<file path="config.mk">
export PLATFORM = sky130hd
export DESIGN_NAME = pipelined_mult_hs
export DESIGN_NICKNAME = d
export VERILOG_FILES = /design/src/rtl/pipelined_mult_hs.sv
export SDC_FILE = /design/constraint.sdc
export NUM_CORES = 1
export LEC_CHECK = 0
export CAP_MARGIN = 20
export CORE_MARGIN = 2
export CORE_UTILIZATION = 60
export DETAILED_ROUTE_END_ITERATION = 8
export GPL_TIMING_DRIVEN = 1
export HOLD_SLACK_MARGIN = 0.03
export PLACE_DENSITY = 0.89
export RECOVER_POWER = 25
export SLEW_MARGIN = 25
export SYNTH_ARGS = -nofsm -noshare
export SYNTH_HDL_FRONTEND = slang
export SYNTH_SLANG_ARGS = --single-unit
export TNS_END_PERCENT = 1
</file>
<file path="constraint.sdc">
create_clock -name clk -period 6.2 [get_ports clk]
set_clock_uncertainty 0.2 [all_clocks]
set_input_delay 0.62 -clock clk [delete_from_list [all_inputs] [get_ports clk]]
set_output_delay 0.62 -clock clk [all_outputs]
set_load 0.01 [all_outputs]
</file>
<file path="src/rtl/pipelined_mult_hs.sv">
// Pipelined signed/unsigned multiplier with valid/ready handshake, sideband tag and flush.
// Optional occupancy counter port enabled by defining PMULT_OCCUPANCY_EN.
module pipelined_mult_hs #(
    parameter int A_WIDTH   = 8,
    parameter int B_WIDTH   = 8,
    parameter int STAGES    = 3,
    parameter int TAG_WIDTH = 4
) (
    input  logic                         clk,
    input  logic                         reset_n,
    input  logic                         in_valid,
    output logic                         in_ready,
    input  logic [A_WIDTH-1:0]           a,
    input  logic [B_WIDTH-1:0]           b,
    input  logic [TAG_WIDTH-1:0]         tag_in,
    input  logic                         signed_mode,
    input  logic                         flush,
    output logic                         out_valid,
    input  logic                         out_ready,
    output logic [A_WIDTH+B_WIDTH-1:0]   product,
    output logic [TAG_WIDTH-1:0]         tag_out
`ifdef PMULT_OCCUPANCY_EN
    ,
    output logic [$clog2(STAGES+1)-1:0]  occupancy
`endif
);

    localparam int P = A_WIDTH + B_WIDTH;

    function automatic logic [P-1:0] ext_a(input logic [A_WIDTH-1:0] v, input logic s);
        ext_a = s ? {{B_WIDTH{v[A_WIDTH-1]}}, v} : {{B_WIDTH{1'b0}}, v};
    endfunction

    function automatic logic [P-1:0] ext_b(input logic [B_WIDTH-1:0] v, input logic s);
        ext_b = s ? {{A_WIDTH{v[B_WIDTH-1]}}, v} : {{A_WIDTH{1'b0}}, v};
    endfunction

    // Product of two P-bit extended operands is exact modulo 2^P for both signednesses.
    function automatic logic [P-1:0] mul_p(input logic [P-1:0] x, input logic [P-1:0] y);
        mul_p = x * y;
    endfunction

    logic w_adv;
    logic w_in_xfer;

    // in_ready is gated by reset so nothing is offered while the block is held in reset.
    assign w_adv     = (!out_valid || out_ready) && !flush;
    assign in_ready  = w_adv && reset_n;
    assign w_in_xfer = in_valid && in_ready;

    if (STAGES == 1) begin : g_single
        // Single stage: multiply at the input and register the result once.
        always_ff @(posedge clk or negedge reset_n) begin
            if (!reset_n) begin
                out_valid <= 1'b0;
                product   <= '0;
                tag_out   <= '0;
            end else if (flush) begin
                out_valid <= 1'b0;
            end else if (w_adv) begin
                out_valid <= w_in_xfer;
                product   <= mul_p(ext_a(a, signed_mode), ext_b(b, signed_mode));
                tag_out   <= tag_in;
            end
        end
    end else begin : g_multi
        logic                 r_v0;
        logic                 r_s0;
        logic [A_WIDTH-1:0]   r_a0;
        logic [B_WIDTH-1:0]   r_b0;
        logic [TAG_WIDTH-1:0] r_t0;
        logic [P-1:0]         w_mul;
        logic [STAGES-1:1]    r_v;
        logic [P-1:0]         r_p [1:STAGES-1];
        logic [TAG_WIDTH-1:0] r_t [1:STAGES-1];

        // Stage 0 captures raw operands with their signedness.
        always_ff @(posedge clk or negedge reset_n) begin
            if (!reset_n) begin
                r_v0 <= 1'b0;
                r_s0 <= 1'b0;
                r_a0 <= '0;
                r_b0 <= '0;
                r_t0 <= '0;
            end else if (flush) begin
                r_v0 <= 1'b0;
            end else if (w_adv) begin
                r_v0 <= w_in_xfer;
                r_s0 <= signed_mode;
                r_a0 <= a;
                r_b0 <= b;
                r_t0 <= tag_in;
            end
        end

        assign w_mul = mul_p(ext_a(r_a0, r_s0), ext_b(r_b0, r_s0));

        // Stage 1 takes the product; later stages shift it toward the output.
        always_ff @(posedge clk or negedge reset_n) begin
            if (!reset_n) begin
                r_v <= '0;
                for (int k = 1; k < STAGES; k++) begin
                    r_p[k] <= '0;
                    r_t[k] <= '0;
                end
            end else if (flush) begin
                r_v <= '0;
            end else if (w_adv) begin
                r_v[1] <= r_v0;
                r_p[1] <= w_mul;
                r_t[1] <= r_t0;
                for (int k = 2; k < STAGES; k++) begin
                    r_v[k] <= r_v[k-1];
                    r_p[k] <= r_p[k-1];
                    r_t[k] <= r_t[k-1];
                end
            end
        end

        assign out_valid = r_v[STAGES-1];
        assign product   = r_p[STAGES-1];
        assign tag_out   = r_t[STAGES-1];
    end

`ifdef PMULT_OCCUPANCY_EN
    localparam int OW = $clog2(STAGES + 1);
    logic [OW-1:0] r_occ;
    logic          w_out_xfer;

    assign w_out_xfer = out_valid && out_ready;

    // Occupancy mirrors the number of valid stages.
    always_ff @(posedge clk or negedge reset_n) begin
        if (!reset_n) begin
            r_occ <= '0;
        end else if (flush) begin
            r_occ <= '0;
        end else if (w_in_xfer && !w_out_xfer) begin
            r_occ <= r_occ + OW'(1'b1);
        end else if (!w_in_xfer && w_out_xfer) begin
            r_occ <= r_occ - OW'(1'b1);
        end
    end

    assign occupancy = r_occ;
`endif

endmodule
</file>
==> qor.txt <==
drt pass-1 iters -> 4
Avg WL per Cell -> 14.9 µm
Initial Util -> 60.9%
Non-Filler Cell Area, Final -> 6800 µm²
I/O pins -> 48
Worst Hold Depth -> 2
placed cells -> 836
buffers added on ports -> 47
#FFs+latches synth -> 64
fmax -> 175 MHz
hold slack -> 263 ps
Post-layout nets -> 860
vias in the first global route -> 5000
cell taking the most area after synthesis -> dfrtp_1
Startpoint Class -> flip-flop
sequential element share of the synthesized area -> 25.9%
ANT cells -> 0
Yosys warnings -> 0
most common flop cell mapped by yosys -> dfrtp_1
Critical-path top delay cell -> dfrtp_1
Post-synth top cells -> 180 x nand2_1, 109 x inv_1, 69 x fa_1
Max Cap Viol -> 1
Final Slew Violations -> 67
Area contributors post-synth -> dfrtp_1 26%, fa_1 22%, ha_1 11%
Worst path depth -> 20
worst hold path type -> reg -> reg
peak supply drop -> 178 µV
critical path, cell by cell -> and2_1 -> fa_1 -> inv_1 -> fa_1 -> inv_1 -> ha_1 -> inv_1 -> fa_1 -> inv_1 -> fa_1 -> inv_1 -> fa_1 -> inv_1 -> ha_1 -> a2111oi_0 -> o21ai_0 -> a41oi_1 -> a21oi_1 -> xnor2_1 -> o21ai_0
final core occ -> 67.1%
antenna violations before repair -> 0
worst slack, placed -> 586 ps
total grt overflow -> 0
worst-skew pair later-pin latency -> 350 ps
H-tree depth -> 3
Final ANT Viol Nets -> 0
Worst-Margin Slew -> 3390 ps
Root Buffer -> clkbuf_8
Post-Syn Area -> 6170 µm²
first-pass GRT wire length -> 22700 µm
PnR worst setup slack -> 480 ps
failing checks -> max-capacitance violations, max-slew violations
WL final -> 12700 µm
placed inst area -> 6580 µm²
Top delay family on crit path -> adder cells
Pleak -> 3.54 nW
Synth cell types -> 35
Die ar. -> 11100 µm²
slew margin rel. -> -126%
non-filler cells, final -> 852
detailed-route DRC error count -> 0
final-report setup violation count -> 0
clock buffer depth -> 2
crit path DAT -> 5720 ps
Die W -> 105 µm
Hold Violations, Final -> 0
CTS tree -> done
Power Total -> 2.38 mW
worst path bufs/invs -> 6
P per Cell Area -> 350 nW/µm²
Critical Path Fanout Max -> 17
Via Count -> 4475
die height -> 105 µm
clock slew at reported path FFs -> 80 ps
CP endpoint kind -> flip-flop
# rows -> 37
syn avg cell area -> 8.83 µm²
dpl hpwl -> 9700 µm
FFs w/ async S/R, synth -> 100%
Largest stage delay, worst path -> 720 ps
post-cts gate resize count -> 0
setup bufs post-CTS -> 0
share of layout cells above drive strength 1 -> 3.77%
pin count of the biggest net entering global routing -> 71
share of the synthesized area in the top cell type -> 25.9%
min Tclk post-route -> 5720 ps
Reg2Reg Depth -> 20
synthesis-to-finish area growth -> 10.2%
Final Wtd Congestion -> 0.926
run status -> finished, violations left
CP Class -> reg -> reg
GRT Util Overall -> 25.6%
Synth Net Count -> 848
CP most frequent cell -> inv_1
EDFF count, synth -> 0
CTS Buf Count -> 9
Sum Neg Setup Slack -> 0 ps
Tcrit/Tclk final -> 92.3%
Cells after Synth -> 699
Sink Count -> 64
Core ar. -> 10100 µm²
unrepaired setup endpoints after global routing -> no
vias per inst -> 5.25
count leader, synth -> nand2_1
CP Data Required Time -> 6200 ps
initial DRC count -> 228
Hold-fix buffers, CTS -> 0
-- area by class of cell --
| class | instances | area [µm²] |
|---|---|---|
| fillers | 776 | 3340 |
| repair buffers | 50 | 484 |
| inverters | 110 | 413 |
| well taps | 136 | 170 |
| clock buffers | 10 | 138 |
| clock inverters | 6 | 92.6 |
| flip-flops and latches | 64 | 1600 |
| multi-input cells | 476 | 3900 |
-- flip-flops by register name, indices dropped and copies added, names as in the netlist --
name / count
g_multi.r_v0: 1
g_multi.r_a0: 8
g_multi.r_b0: 8
g_multi.r_s0: 1
g_multi.r_t0: 4
g_multi.r_t: 4
tag_out: 4
g_multi.r_v: 2
g_multi.r_p: 16
product: 16
-- cells in the final DEF (no fill, tap or decap), types with 2 or more instances in the layout --
cell type / count
bufinv_16: 2
a31o_2: 3
nand3_1: 2
xnor2_1: 28
a21oi_1: 10
a31oi_1: 3
inv_1: 109
and2_1: 60
nand2_1: 180
o21a_1: 4
dfrtp_1: 64
buf_4: 2
ha_1: 54
clkinvlp_4: 2
nand2b_1: 3
clkinv_4: 2
o21ai_0: 14
o21bai_1: 2
fa_1: 69
nor2_1: 14
clkdlybuf4s50_1: 46
and3_1: 5
a2111oi_0: 2
clkbuf_8: 10
xor2_1: 8
a21o_1: 3
-- metal layers --
| metal | wire (µm) | part of all wire (%) | GRT usage (%) |
|---|---|---|---|
| met1 | 5180 | 41 | 30.6 |
| met2 | 6720 | 53 | 45.6 |
| met3 | 497 | 3.9 | 4.51 |
| met4 | 328 | 2.6 | 10.6 |
| met5 | 0 | 0 | 0 |
-- worst paths after layout --
check | startpoint | to | slack [ps]
worst max-delay path | g_multi.r_a0[2] | g_multi.r_p[30] | 480
worst min-delay path | g_multi.r_p[17] | product[1] | 260
worst max register to register | g_multi.r_a0[2] | g_multi.r_p[30] | 480
worst min register to register | g_multi.r_p[17] | product[1] | 260
max in group asynchronous | reset_n | g_multi.r_b0[5] | 2580
min in group asynchronous | reset_n | product[4] | 1310
-- kinds of logic after synthesis --
group | Yosys count | synth area share, %
AO/OA/AOI/OAI | 43 | 4.28
XOR/XNOR | 36 | 5.11
adder cells (fa/ha/maj) | 123 | 33.3
buffers and inverters | 159 | 11.0
flip-flops | 64 | 25.9
multiplexers | 3 | 0.709
AND/OR/NAND/NOR | 271 | 19.7
-- power by group --
| part | total, mW | internal [mW] | switching, mW | leakage (nW) |
|---|---|---|---|---|
| Combinational | 1.37 | 0.627 | 0.740 | 2.63 |
| Clock | 0.411 | 0.238 | 0.172 | 0.109 |
| Sequential | 0.605 | 0.521 | 0.0842 | 0.799 |
| Total | 2.38 | 1.39 | 0.997 | 3.54 |
-- tightest hold or removal path, cell delays in order (launching register included) --
cell and delay (ps):
dfrtp_1 340, nand2_1 50, nand2_1 50
No activity file was read; power rests on OpenSTA's default activity.
